<file path="src/rtl/ob_match_ctrl.sv">
// rtl/ob_match_ctrl.sv - order-book match controller: head cross detect, trade stream, reject drain
// Optional trade statistics counter is built when OB_MATCH_CTRL_STATS_EN is defined.
package bcd_pkg;
  // six BCD digits: four integer, two fractional (100.00 = 24'h010000)
  typedef logic [23:0] price_t;
endpackage

package ob_pkg;
  typedef logic [15:0] uid_t;
  typedef logic [15:0] quantity_t;
  typedef struct packed {
    uid_t            uid;
    bcd_pkg::price_t price;
    quantity_t       quantity;
  } table_t;
endpackage

module ob_match_ctrl
  import ob_pkg::*;
#(
  parameter int CNT_W = 32
) (
  input  logic                 clk,
  input  logic                 rst,
  input  logic                 bid_head_vld_r,
  input  logic                 ask_head_vld_r,
  input  logic                 bid_head_did_update_r,
  input  logic                 ask_head_did_update_r,
  input  table_t               bid_head_r,
  input  table_t               ask_head_r,
  output logic                 bid_head_pop,
  output logic                 ask_head_pop,
  output logic                 bid_head_upt,
  output logic                 ask_head_upt,
  output table_t               bid_head_upt_tbl,
  output table_t               ask_head_upt_tbl,
  input  logic                 bid_reject_vld_r,
  input  logic                 ask_reject_vld_r,
  input  table_t               bid_reject_r,
  input  table_t               ask_reject_r,
  output logic                 bid_reject_pop,
  output logic                 ask_reject_pop,
  input  logic                 match_en,
  output logic                 match_busy,
  output logic                 trade_vld_r,
  input  logic                 trade_rdy,
  output uid_t                 trade_bid_uid_r,
  output uid_t                 trade_ask_uid_r,
  output bcd_pkg::price_t      trade_price_r,
  output quantity_t            trade_qty_r,
  output logic                 rej_vld_r,
  input  logic                 rej_rdy,
  output logic                 rej_is_ask_r,
  output table_t               rej_r,
  output logic [CNT_W-1:0]     trade_cnt_r
);

  typedef enum logic [1:0] {S_IDLE, S_EMIT, S_SETTLE} state_t;

  state_t    r_state;
  state_t    w_state_nxt;
  table_t    r_bid_ent;
  table_t    r_ask_ent;
  logic      w_cross;
  logic      w_hs;
  quantity_t w_min_qty;
  logic      w_unused;

  assign w_unused   = &{1'b0, bid_head_did_update_r, ask_head_did_update_r};
  assign w_cross    = match_en & bid_head_vld_r & ask_head_vld_r &
                      (bid_head_r.price >= ask_head_r.price);
  assign w_min_qty  = (bid_head_r.quantity < ask_head_r.quantity) ?
                      bid_head_r.quantity : ask_head_r.quantity;
  assign match_busy = (r_state != S_IDLE) | w_cross;

  // Table writes are gated by rst so a reset landing on the handshake drops the trade cleanly.
  always_comb begin
    w_state_nxt      = r_state;
    w_hs             = 1'b0;
    bid_head_pop     = 1'b0;
    ask_head_pop     = 1'b0;
    bid_head_upt     = 1'b0;
    ask_head_upt     = 1'b0;
    bid_head_upt_tbl = r_bid_ent;
    ask_head_upt_tbl = r_ask_ent;
    bid_head_upt_tbl.quantity = r_bid_ent.quantity - trade_qty_r;
    ask_head_upt_tbl.quantity = r_ask_ent.quantity - trade_qty_r;
    case (r_state)
      S_IDLE: begin
        if (w_cross) w_state_nxt = S_EMIT;
      end
      S_EMIT: begin
        if (trade_rdy) begin
          w_state_nxt = S_SETTLE;
          w_hs        = ~rst;
          if (r_bid_ent.quantity == r_ask_ent.quantity) begin
            bid_head_pop = ~rst;
            ask_head_pop = ~rst;
          end else if (r_bid_ent.quantity > r_ask_ent.quantity) begin
            ask_head_pop = ~rst;
            bid_head_upt = ~rst;
          end else begin
            bid_head_pop = ~rst;
            ask_head_upt = ~rst;
          end
        end
      end
      S_SETTLE: w_state_nxt = S_IDLE;
      default:  w_state_nxt = S_IDLE;
    endcase
  end

  always_ff @(posedge clk) begin
    if (rst) begin
      r_state         <= S_IDLE;
      trade_vld_r     <= 1'b0;
      trade_bid_uid_r <= '0;
      trade_ask_uid_r <= '0;
      trade_price_r   <= '0;
      trade_qty_r     <= '0;
      r_bid_ent       <= '0;
      r_ask_ent       <= '0;
    end else begin
      r_state <= w_state_nxt;
      if (r_state == S_IDLE && w_cross) begin
        trade_vld_r     <= 1'b1;
        trade_bid_uid_r <= bid_head_r.uid;
        trade_ask_uid_r <= ask_head_r.uid;
        trade_price_r   <= ask_head_r.price;
        trade_qty_r     <= w_min_qty;
        r_bid_ent       <= bid_head_r;
        r_ask_ent       <= ask_head_r;
      end else if (w_hs) begin
        trade_vld_r <= 1'b0;
      end
    end
  end

  logic r_rr_last_ask;
  logic r_ask_rej_popped;
  logic r_bid_rej_popped;
  logic w_rej_free;
  logic w_ask_elig;
  logic w_bid_elig;
  logic w_gnt_ask;
  logic w_gnt_bid;

  // A slot popped last cycle still shows its stale entry while it refills.
  assign w_rej_free     = ~rej_vld_r | rej_rdy;
  assign w_ask_elig     = ask_reject_vld_r & ~r_ask_rej_popped;
  assign w_bid_elig     = bid_reject_vld_r & ~r_bid_rej_popped;
  assign w_gnt_ask      = ~rst & w_rej_free & w_ask_elig & (~w_bid_elig | ~r_rr_last_ask);
  assign w_gnt_bid      = ~rst & w_rej_free & w_bid_elig & ~w_gnt_ask;
  assign ask_reject_pop = w_gnt_ask;
  assign bid_reject_pop = w_gnt_bid;

  always_ff @(posedge clk) begin
    if (rst) begin
      rej_vld_r        <= 1'b0;
      rej_is_ask_r     <= 1'b0;
      rej_r            <= '0;
      r_rr_last_ask    <= 1'b0;
      r_ask_rej_popped <= 1'b0;
      r_bid_rej_popped <= 1'b0;
    end else begin
      r_ask_rej_popped <= w_gnt_ask;
      r_bid_rej_popped <= w_gnt_bid;
      if (w_gnt_ask | w_gnt_bid) begin
        rej_vld_r     <= 1'b1;
        rej_r         <= w_gnt_ask ? ask_reject_r : bid_reject_r;
        rej_is_ask_r  <= w_gnt_ask;
        r_rr_last_ask <= w_gnt_ask;
      end else if (rej_rdy) begin
        rej_vld_r <= 1'b0;
      end
    end
  end

`ifdef OB_MATCH_CTRL_STATS_EN
  logic [CNT_W-1:0] r_trade_cnt;

  always_ff @(posedge clk) begin
    if (rst) begin
      r_trade_cnt <= '0;
    end else if (w_hs && (r_trade_cnt != {CNT_W{1'b1}})) begin
      r_trade_cnt <= r_trade_cnt + {{(CNT_W-1){1'b0}}, 1'b1};
    end
  end

  assign trade_cnt_r = r_trade_cnt;
`else
  assign trade_cnt_r = '0;
`endif

endmodule

</file>
<file path="config.mk">
export PLATFORM = sky130hd
export DESIGN_NAME = ob_match_ctrl
export DESIGN_NICKNAME = d
export VERILOG_FILES = /design/src/rtl/ob_match_ctrl.sv
export SDC_FILE = /design/constraint.sdc
export NUM_CORES = 1
export LEC_CHECK = 0
export BUFFER_PORTS_ARGS = -buffer_cell sky130_fd_sc_hd__buf_2
export CORE_AREA = 2 2 202 204
export CTS_CLUSTER_SIZE = 30
export DETAILED_ROUTE_END_ITERATION = 7
export DIE_AREA = 0 0 204 206
export SYNTH_ARGS = -nofsm -noshare
export SYNTH_HDL_FRONTEND = slang
export SYNTH_SLANG_ARGS = --single-unit
</file>
<file path="constraint.sdc">
create_clock -name clk -period 7.12 [get_ports clk]
set_clock_uncertainty 0.05 [all_clocks]
set_input_delay 1.424 -clock clk [delete_from_list [all_inputs] [get_ports clk]]
set_output_delay 1.424 -clock clk [all_outputs]
set_load 0.05 [all_outputs]
</file>
---- Word-level counts from Yosys, hierarchy flattened ----
Index checks and enable logic that the tools add are counted.
operators by class
  equal/unequal tests ..................... 4
  reduce and logical (&&, ||, !) cells .... 6
  bitwise gates (word level) .............. 21
  add/sub/neg operators ................... 2
  muxes and demuxes ....................... 25
  magnitude comparators ................... 3
operators with widths
  operator                                             count
  two-way mux 56 bit                                   1
  subtractor 16 bit                                    2
  greater-or-equal comparator 24 bit                   1
  two-way mux 1 bit                                    20
  equality test 16 bit                                 1
  greater-than comparator 16 bit                       1
  less-than comparator 16 bit                          1
  two-way mux 16 bit                                   1
  AND 1 bit                                            10
  inverter 1 bit                                       7
  nonzero test 2 bit                                   3
  two-way mux 2 bit                                    2
  != test 2 bit, second input constant                 2
  OR 1 bit                                             4
  one-hot mux 2 bit (2 select lines)                   1
  equality test 2 x 1 -> 1 bit, second input constant  1
  zero test 2 bit                                      1
  AND reduction 2 bit                                  1
  logical AND 1 bit                                    1
word-level totals
  register bits after elaboration ......... 191
  output and inout bits ................... 282
  logic and storage cells ................. 77

---- Longest topological paths before layout ----
Gate-level depths: netlist of run 1.
  word-level depth ........................ 9
  mapped depth ............................ 10
  depth with buffers taken out ............ 9

---- Worst setup path before layout of run 1 ----
OpenSTA, ideal clock, no wires.
  path kind ............................... input-to-output
  from .................................... input port rst
  to ...................................... output port bid_reject_pop
  required time ........................... 5.646 ns
  stages .................................. 6
  arrival ................................. 3.169 ns
  slack ................................... 2.477 ns
  buffers on the path ..................... 2
  path through ............................ buf_2 a21oi_1 nand3_1 clkbuf_1 inv_1 nor2_1
between the ends
  longest elaborated chain between the ends .. 6
  elaborated cells between the ends (all ways) .. 7
  classes of those cells .................. 7 x bitwise
ends and longest elaborated chain
  what                     line  RTL
  start, declared          24    input logic rst,
  inverter 1 bit           152   assign w_gnt_ask = ~rst & w_rej_free & w_ask_elig & (~w_bid_elig | ~r_rr_last_ask);
  AND 1 bit (3 in series)  152
  via ask_reject_pop       42    output logic ask_reject_pop,
  inverter 1 bit           153   assign w_gnt_bid = ~rst & w_rej_free & w_bid_elig & ~w_gnt_ask;
  AND 1 bit                153
  end, declared            41    output logic bid_reject_pop,
The timed path passes the listed nets, and every way through them passes these cells.

---- Final worst setup path of run 1 ----
  from .................................... input port bid_head_r[16] (netlist name)
  to ...................................... output port match_busy
between the ends
  longest elaborated chain between the ends .. 3
ends and longest elaborated chain
  what                                line  RTL
  start, declared                     29    input table_t bid_head_r,
  greater-or-equal comparator 24 bit  71    (bid_head_r.price >= ask_head_r.price);
  AND 1 bit                           70    assign w_cross = match_en & bid_head_vld_r & ask_head_vld_r &
  OR 1 bit                            74    assign match_busy = (r_state != S_IDLE) | w_cross;
  end, declared                       44    output logic match_busy,
No other way between the ends.

==> results.md, run 1 <==
- Pins over their slew limit: 0
- Setup Fix Bufs, Post-CTS: 0
- Met1 track utilization from global routing: 21.0%
- Number of warning messages in the yosys log: 0
- GR met2 Demand/Resource: 29.3%
- Netlist Area Pre-Place: 12200 um^2
- Buffers and inverters on the worst path: 3
- Worst-Skew Late Latency: 0.45 ns
- Effective utilization at floorplan: 30.3%
- Number of optimization iterations in the first detailed-route pass: 5
- Total stage count of the critical path: 10
- Top cells by area in the synthesized netlist: sky130_fd_sc_hd__dfxtp_1, sky130_fd_sc_hd__nand2_1, sky130_fd_sc_hd__buf_4
- Predominant post-synthesis flop cell: sky130_fd_sc_hd__dfxtp_1
- GR peak layer: met2
- Die footprint: about 42000 um^2
- Cell type with the highest occurrence count on the critical path: sky130_fd_sc_hd__buf_2
- Number of buffers created by CTS: 17
- Number of antenna violations at the first check in global routing: 2
- Min-Delay Path Class: reg -> reg
- Netlist cell types: 66
- Cell at the root of the clock tree: sky130_fd_sc_hd__clkbuf_16
- Relative area change from synthesis to final layout: 17.1%
- Avg Inst Size Synth: ~8 um^2
- Vias after detailed routing: 10900
- Dominant cell type by area after synthesis: sky130_fd_sc_hd__dfxtp_1
- Fraction of synthesis flops using an asynchronous set or reset pin: 0%
- Unrepaired setup endpoints after global routing: false
- Number of cells traversed by the worst hold path: 2
- Number of top-level design ports: 517
- Worst setup path class: in -> out
- List of cells traversed by the critical path: buf_2, inv_1, ha_1, nor3b_1, o21ai_0, a21oi_1, nor2b_2, o2111ai_1, nand2_1, buf_2
- Headroom to the max-slew limit: 26.0%
- # resized after CTS: 0
- Port buffer count: 482
- Critical Path Fanout Max: 3
- Total power density per cell area: 221 nW/um^2
- Share of the yosys chip area belonging to registers: a little under a third
- Cts-stage hold buffer count: 0
- First-pass GRT wire length: about 55000 um
- Stage delay of the slowest cell on the critical path: roughly 0.56 ns
- Placer's final routability congestion estimate: roughly 0.86
- Standard-cell rows: 74
- GRT overflow: 0
- Final Hold Vio Count: 0
- Cell at the slowest stage of the critical path: sky130_fd_sc_hd__a21oi_1
- Total detailed-routing wirelength: between 30000 and 40000 um
- Area share of the largest cell type after synthesis: 31.4%
- Clock-pin slew on the worst setup and hold paths: roughly 0.060 ns
- Maximum clock frequency: a little over 0.2 GHz
- Outcome: finished, final reports clean
- Worst path arrival time: 3.49 ns
- Setup TNS Final: 0 ns
- Minimum setup slack after placement: roughly 2.1 ns
- DRT iter0 DRCs: 517
- Synthesized flop and latch total: 191
- Clk buf depth: 2
- Ratio of final minimum period to clock period: 69.7%
- Slew at the pin closest to its max-slew limit: 1.11 ns
- Pin count of the biggest net entering global routing: 115
- R2r worst-path depth: 5
- Clock H-tree levels: 4
- Setup-violating endpoint count in the final report: 0
- Met3 layer usage reported by global route: under 10%
- Residual DRC count: 0
- Layout cells sized above 1: slightly below 30%
- Crit. End Element: output pin
- Width of the die: a little over 200 um
- Routed vias/inst: 4.64
- Synthesized instance count: 1506
- Die Span Y: 206 um
- Cell family contributing the most delay on the critical path: compound AO/OA/AOI/OAI gates
- Kind of start point of the critical path: primary input
- Net count, final: 2122
- Leakage Power: approximately 7 nW
- Top cells by instance count after synthesis: sky130_fd_sc_hd__nand2_1, sky130_fd_sc_hd__dfxtp_1, sky130_fd_sc_hd__buf_4
- VDD IR max: 0.141 mV
- Clock tree sinks: 191
- Via count of the first global-routing pass: 10000
- Routed length per instance: 16.0 um
- Number of synthesized flops with an enable pin: 0
- HPWL after DPL: 29100 um
- Most frequent cell after synthesis: sky130_fd_sc_hd__nand2_1
- FILL cells: 4224
- Global-route usage over all layers: 17.0%
- Placeable core region: 40200 um^2
- Final critical-path setup slack: 2.16 ns
- CP required: 5.65 ns
- Post-route antenna net violation count: 0
- Count of max-cap constraint violations: 0
- Min cycle time layout: 4.96 ns
- CTS tree: yes
[per-layer routing]
layer  vias to the layer above  share of wire [%]
li1                       5450                  -
met1                      5058                 43
met2                       341                 49
met3                        25                6.5
met4                         0                1.1
met5                         -                  0
[path summary, 6_finish.rpt]
| check | slack [ns] | end | from |
|---|---|---|---|
| setup reg to reg | 4.44 | bid_head_upt_tbl[20] | r_state[0] |
| setup / recovery | 2.16 | match_busy | bid_head_r[16] |
| hold reg to reg | 0.41 | bid_head_upt_tbl[36] | bid_head_upt_tbl[36] |
| hold / removal | 0.41 | bid_head_upt_tbl[36] | bid_head_upt_tbl[36] |
[cell type report]
cell class / instances / area, um^2 / share of cell area [%]
multi-input cells: 1011 / 6400 / 44.9
flip-flops and latches: 191 / 3820 / 26.8
repair buffers: 490 / 2480 / 17.4
well taps: 532 / 666 / 4.66
clock buffers: 24 / 472 / 3.31
inverters: 89 / 339 / 2.38
clock inverters: 8 / 80.1 / 0.561
diodes: 1 / 2.50 / 0.0175
[through the flow]
stage	area, um^2	total power, W	hold slack [ns]	utilization, %	instances
CTS	14300	0.00319	0.413	35.5	2345
finish	14300	0.00315	0.408	35.5	2346
detailed placement	13700	0.00222	0.397	34.1	2313
global route	14300	0.00330	0.435	35.5	2346
global placement	13700	0.00221	0.391	34.1	2313
floorplan	12300	0.00199	0.385	-	1537
[layout by cell type, fill, tap and decap left out, types with 3 or more instances in the layout]
cell / synthesis / routed
sky130_fd_sc_hd__buf_4: 171 / 7
sky130_fd_sc_hd__o21bai_1: 3 / 3
sky130_fd_sc_hd__nor2b_1: 10 / 10
sky130_fd_sc_hd__a21oi_1: 61 / 61
sky130_fd_sc_hd__buf_2: 8 / 482
sky130_fd_sc_hd__inv_1: 88 / 88
sky130_fd_sc_hd__ha_1: 85 / 85
sky130_fd_sc_hd__nor2_1: 94 / 94
sky130_fd_sc_hd__o21ai_0: 20 / 20
sky130_fd_sc_hd__nand2_1: 371 / 370
sky130_fd_sc_hd__xor2_1: 8 / 8
sky130_fd_sc_hd__a21o_1: 7 / 7
sky130_fd_sc_hd__nand3_1: 11 / 10
sky130_fd_sc_hd__clkbuf_16: 0 / 17
sky130_fd_sc_hd__o31ai_1: 20 / 20
sky130_fd_sc_hd__inv_6: 0 / 3
sky130_fd_sc_hd__clkbuf_1: 50 / 5
sky130_fd_sc_hd__and3_1: 3 / 3
sky130_fd_sc_hd__nand2b_1: 6 / 6
sky130_fd_sc_hd__xnor2_1: 14 / 14
sky130_fd_sc_hd__conb_1: 1 / 32
sky130_fd_sc_hd__a311oi_1: 56 / 56
sky130_fd_sc_hd__clkinvlp_4: 0 / 3
sky130_fd_sc_hd__dfxtp_1: 191 / 191
sky130_fd_sc_hd__nor4_1: 3 / 3
sky130_fd_sc_hd__or2_2: 3 / 3
sky130_fd_sc_hd__nand4_1: 14 / 14
sky130_fd_sc_hd__o21a_1: 10 / 10
sky130_fd_sc_hd__mux2i_1: 128 / 128
sky130_fd_sc_hd__nor3_1: 8 / 8
[sequential cells by signal, summed over array words and instances, names as in the netlist]
register          cells
trade_qty_r          16
ask_head_upt_tbl     40
rej_vld_r             1
r_ask_ent            16
r_bid_ent            16
rej_r                56
trade_vld_r           1
bid_head_upt_tbl     40
r_rr_last_ask         1
r_ask_rej_popped      1
r_state               2
r_bid_rej_popped      1
[power breakdown]
group | switching [W] | internal, W
Sequential | 0.0000325 | 0.00112
Clock | 0.000446 | 0.000503
Combinational | 0.000759 | 0.000287
[worst reg2reg max path, delay by kind of cell, from the launching register on]
kind	cells	cell delay, ns
and+or+nand+nor	2	0.43
AOI/OAI and AO/OA	1	0.76
DFF	1	0.36
muxes	1	0.48
buffers and inverters	1	0.51
[cell families after synthesis]
kind of cell               Yosys count  share of synthesized area (%)
and+or+nand+nor                    536                           18.1
adders and majority gates           87                           9.06
AOI/OAI and AO/OA                  206                           12.1
buffers and inverters              335                           17.3
xor gates and xnor gates            22                           1.58
other                                1                         0.0308
DFF                                191                           31.4
muxes                              128                           10.5
No activity file was read; power rests on OpenSTA's default activity.
==> run 2: changes to the inputs <==
==> constraint.sdc (replaced) <==
create_clock -name clk -period 4.1 [get_ports clk]
set_clock_uncertainty 0.05 [all_clocks]
set_input_delay 0.82 -clock clk [delete_from_list [all_inputs] [get_ports clk]]
set_output_delay 0.82 -clock clk [all_outputs]
set_load 0.05 [all_outputs]
==> results.md, run 2 (synthesis results as in run 1) <==
- Outcome: finished, final reports clean
- Setup TNS Final: 0 ns
- Final cell count without fillers: about 2400
- Worst setup path class: reg -> out
- Most common library cell in the layout ignoring fill and taps: sky130_fd_sc_hd__buf_2
- Pins over their slew limit: 0
- Layout cells sized above 1: roughly 30%
- Routed vias/inst: roughly 4.6
- Number of buffers created by CTS: 17
- Crit. End Element: output pin
- Total power density per cell area: 388 nW/um^2
- Die footprint: 42000 um^2
- Worst-Skew Late Latency: 0.45 ns
- Maximum clock frequency: between 0.2 and 0.3 GHz
- Ratio of final minimum period to clock period: 95.2%
- Relative area change from synthesis to final layout: 18.1%
- Cell family contributing the most delay on the critical path: compound AO/OA/AOI/OAI gates
- Pin count of the biggest net entering global routing: ~120
- Area taken by flip-flops and latches: 3820 um^2
- Count of max-cap constraint violations: 0
- Setup-violating endpoint count in the final report: 0
- Critical Path Fanout Max: 4
- CP required: between 3 and 4 ns
- Clk buf depth: 2
- FILL cells: 4241
- Width of the die: 204 um
- Number of optimization iterations in the first detailed-route pass: 5
- Unrepaired setup endpoints after global routing: false
- Net count, final: 2127
- Number of flip-flops under the largest register name: 56
- Final non-filler cell area: 14400 um^2
- Total detailed-routing wirelength: 37400 um
- Via count of the first global-routing pass: 10200
- HPWL after DPL: 28900 um
- Register ranked first by flip-flop count: rej_r
- Routed length per instance: 15.9 um
- Effective utilization at floorplan: 30.3%
- DRT iter0 DRCs: 507
- Placeable core region: 40200 um^2
- CTS tree: yes
- Residual DRC count: 0
- Vias after detailed routing: about 11000
- Cell area after placement: 13800 um^2
- Stage delay of the slowest cell on the critical path: 0.44 ns
- Buffers and inverters on the worst path: 2
- VDD IR max: roughly 0.25 mV
- Leakage Power: 6.98 nW
- Placer's final routability congestion estimate: between 0.8 and 0.9
- Min-Delay Path Class: reg -> reg
- Hold_ws: 0.404 ns
- GRT overflow: 0
- Placed Cells incl. Taps: ~2300
- Number of top-level design ports: 517
- Clock-pin slew on the worst setup and hold paths: 0.07 ns
- Highest-count cells in the layout ignoring fill and taps: sky130_fd_sc_hd__buf_2, sky130_fd_sc_hd__nand2_1, sky130_fd_sc_hd__dfxtp_1, sky130_fd_sc_hd__mux2i_1, sky130_fd_sc_hd__nor2_1
- Worst path arrival time: 3.03 ns
- List of cells traversed by the critical path: inv_1, ha_1, fa_1, nor2b_1, o21ai_0, a21boi_1, o211a_1, nor4_1, a311o_1, buf_2
- Cell at the root of the clock tree: sky130_fd_sc_hd__clkbuf_16
- Headroom to the max-slew limit: 24.8%
- Global-route usage over all layers: 17.1%
- Post-route antenna net violation count: 0
- Port buffer count: 482
- Total power of the final layout: 0.00558 W
- Min cycle time layout: 3.90 ns
- Kind of start point of the critical path: flip-flop
- Clock H-tree levels: 4
- Area occupied by multi-input gates: about 6400 um^2
- First-pass GRT wire length: 55900 um
- Setup Fix Bufs, Post-CTS: 0
- Standard-cell rows: 74
- Number of antenna violations at the first check in global routing: 3
- Slew at the pin closest to its max-slew limit: 1.13 ns
- Clock tree sinks: 191
- Final Hold Vio Count: 0
- Cell at the slowest stage of the critical path: sky130_fd_sc_hd__fa_1
- Die Span Y: 206 um
[run 2: changes by cell type in the layout (fill, tap and decap cells not counted), moves of 2 or more]
cell and change:
sky130_fd_sc_hd__buf_12 +3, sky130_fd_sc_hd__buf_4 +2, sky130_fd_sc_hd__clkbuf_1 -3, sky130_fd_sc_hd__clkinv_4 +2, sky130_fd_sc_hd__diode_2 +3
[run 2: timing repair]
item                       in CTS  in global routing
hold buffers                    0                  0
setup endpoints to repair       0                  4
resized for setup               0                  2
[run 2: final cells by class]
| cell class | instances | area share [%] |
|---|---|---|
| multi-input combinational | 1011 | 44.5 |
| sequential | 191 | 26.6 |
| timing repair buffer | 495 | 17.8 |
| tap | 532 | 4.63 |
| clock buffer | 21 | 3.20 |
| inverter | 89 | 2.36 |
| clock inverter | 11 | 0.896 |
| antenna | 4 | 0.0696 |
[run 2: power by group]
part	switching, W	leakage (nW)	internal, W
logic	0.00132	5.14	0.000509
registers	0.0000565	1.55	0.00194
clock network	0.000813	0.284	0.000939
[run 2: tightest hold or removal path: stages (launching register included)]
cell	delay, ns
sky130_fd_sc_hd__dfxtp_1	0.31
sky130_fd_sc_hd__nand2_1	0.05
sky130_fd_sc_hd__mux2i_1	0.05
[run 2: routing by layer]
metal  routed length [um]  track usage (%)
met5                    0                0
met4                  718             6.70
met3                 2600             4.53
met2                18000             28.3
met1                16100             21.1
[run 2: through the flow]
| step | setup slack, ns | util, % |
|---|---|---|
| 6_report | 0.195 | 35.8 |
| 5_1_grt | 0.0247 | 35.8 |
| 4_1_cts | 0.0407 | 35.8 |
| 3_5_place_dp | 0.463 | 34.3 |
| 3_3_place_gp | 0.497 | 34.3 |
| 2_1_floorplan | 0.287 | - |
[run 2: path summary, 6_finish.rpt]
path,from,to,slack [ns],cells after the start
setup / recovery,r_ask_ent[0],ask_head_upt_tbl[12],0.20,10
hold / removal,bid_head_upt_tbl[36],bid_head_upt_tbl[36],0.40,2
hold reg to reg,bid_head_upt_tbl[36],bid_head_upt_tbl[36],0.40,2
setup reg to reg,r_bid_rej_popped,rej_r[38],1.85,6
==> run 3: changes to the inputs <==
==> constraint.sdc (replaced) <==
create_clock -name clk -period 4.1 [get_ports clk]
set_clock_uncertainty 0.05 [all_clocks]
set_input_delay 0.615 -clock clk [delete_from_list [all_inputs] [get_ports clk]]
set_output_delay 0.615 -clock clk [all_outputs]
set_load 0.05 [all_outputs]
==> results.md, run 3 (synthesis results as in run 1) <==
- FILL cells: 4237
- DRT iter0 DRCs: 582
- Placer's final routability congestion estimate: 0.858
- First-pass GRT wire length: 55800 um
- Total power density per cell area: around 390 nW/um^2
- Kind of start point of the critical path: flip-flop
- Most common library cell in the layout ignoring fill and taps: sky130_fd_sc_hd__buf_2
- Clock-pin slew on the worst setup and hold paths: approximately 0.07 ns
- Min-Delay Path Class: in -> reg
- Vias after detailed routing: 11000
- Count of max-cap constraint violations: 0
- Clk buf depth: 2
- Slew at the pin closest to its max-slew limit: 0.879 ns
- HPWL after DPL: 29200 um
- CTS tree: yes
- Worst path arrival time: between 3 and 4 ns
- Final Hold Vio Count: 0
- CP required: 3.43 ns
- GRT overflow: 0
- Final critical-path setup slack: 0.332 ns
- Minimum setup slack after placement: 0.676 ns
- Via count of the first global-routing pass: approximately 10000
- Number of flip-flops under the largest register name: 56
- Min cycle time layout: 3.77 ns
- Layout cells sized above 1: between 20% and 30%
- Die footprint: about 42000 um^2
- Number of antenna violations at the first check in global routing: 3
- Ratio of final minimum period to clock period: 91.9%
- Leakage Power: 7.00 nW
- Worst setup path class: reg -> out
- Highest-count cells in the layout ignoring fill and taps: sky130_fd_sc_hd__buf_2, sky130_fd_sc_hd__nand2_1, sky130_fd_sc_hd__dfxtp_1, sky130_fd_sc_hd__mux2i_1, sky130_fd_sc_hd__nor2_1
- Standard-cell rows: 74
- Clock H-tree levels: 4
- Placeable core region: approximately 40000 um^2
- Pin count of the biggest net entering global routing: about 110
- Global-route usage over all layers: 17.2%
- Worst-Skew Late Latency: ~0.45 ns
- Setup Fix Bufs, Post-CTS: 0
- Relative area change from synthesis to final layout: 18.4%
- Number of top-level design ports: 517
- Residual DRC count: 0
- # resized after CTS: 0
- Number of buffers created by CTS: 17
- Outcome: finished, final reports clean
- Critical Path Fanout Max: 5
- Total detailed-routing wirelength: approximately 37000 um
- Crit. End Element: output pin
- Width of the die: 204 um
- Cell at the root of the clock tree: sky130_fd_sc_hd__clkbuf_16
- Routed vias/inst: 4.67
- Headroom to the max-slew limit: between 40% and 50%
- Die Span Y: 206 um
- Port buffer count: 482
- Setup slack of the worst register-to-register path: 1.93 ns
- Number of optimization iterations in the first detailed-route pass: 5
- Fin util: 35.9%
- Post-route antenna net violation count: 0
- Clock tree sinks: 191
- Cts-stage hold buffer count: 0
- Net count, final: between 2000 and 2500
- Effective utilization at floorplan: 30.3%
- Unrepaired setup endpoints after global routing: false
- Maximum clock frequency: between 0.2 and 0.3 GHz
- Register ranked first by flip-flop count: rej_r
- Routed length per instance: between 15 and 20 um
- Hold_ws: 0.356 ns
- Setup TNS Final: 0 ns
- Setup-violating endpoint count in the final report: 0
- VDD IR max: 0.239 mV
- Pins over their slew limit: 0
[run 3: report_power, final]
part	switching (W)	internal, W	leakage, nW
Sequential	0.0000555	0.00194	1.55
Combinational	0.00133	0.000508	5.15
Clock	0.000768	0.00104	0.295
Total	0.00215	0.00349	7.00
[run 3: path summary, 6_finish.rpt]
kind	start	endpoint	cells after the start
worst min register to register	bid_head_upt_tbl[31]	bid_head_upt_tbl[31]	2
worst min-delay path	ask_head_r[40]	ask_head_upt_tbl[40]	3
worst max-delay path	trade_qty_r[1]	ask_head_upt_tbl[15]	10
worst max register to register	r_state[1]	r_bid_ent[7]	5
[run 3: routing by layer]
layer  share of wire [%]  up-vias  global-route usage, %
met3                 7.0       46                   4.95
met2                  49      413                   29.2
met1                  42     5060                   20.6
met5               0.032        -                      0
met4                 2.1        2                   5.98
li1                    -     5465                      -
[run 3: final cells by class]
class / instances / area, um^2 / share of cell area, %
multi-input combinational: 1011 / 6400 / 44.4
sequential: 191 / 3820 / 26.5
timing repair buffer: 498 / 2580 / 17.9
tap: 532 / 666 / 4.61
clock buffer: 22 / 454 / 3.15
inverter: 89 / 339 / 2.35
clock inverter: 9 / 159 / 1.10
antenna: 1 / 2.50 / 0.0173
[run 3: worst max-delay path, cell delays in order (launching register included)]
cell,delay [ns]
sky130_fd_sc_hd__dfxtp_1,0.49
sky130_fd_sc_hd__inv_1,0.11
sky130_fd_sc_hd__ha_1,0.29
sky130_fd_sc_hd__nor2b_1,0.12
sky130_fd_sc_hd__o21ai_0,0.30
sky130_fd_sc_hd__a21boi_0,0.16
sky130_fd_sc_hd__buf_4,0.18
sky130_fd_sc_hd__o2111ai_2,0.42
sky130_fd_sc_hd__nand4_1,0.17
sky130_fd_sc_hd__nand3_1,0.14
sky130_fd_sc_hd__buf_2,0.27
[run 3: stage by stage]
stage	area (um^2)	cells	power (W)
after global routing	14400	2353	0.00591
after CTS	14400	2352	0.00571
after floorplan	12300	1537	0.00345
final	14400	2353	0.00564
after detailed placement	13800	2321	0.00387
after global placement	13800	2321	0.00385
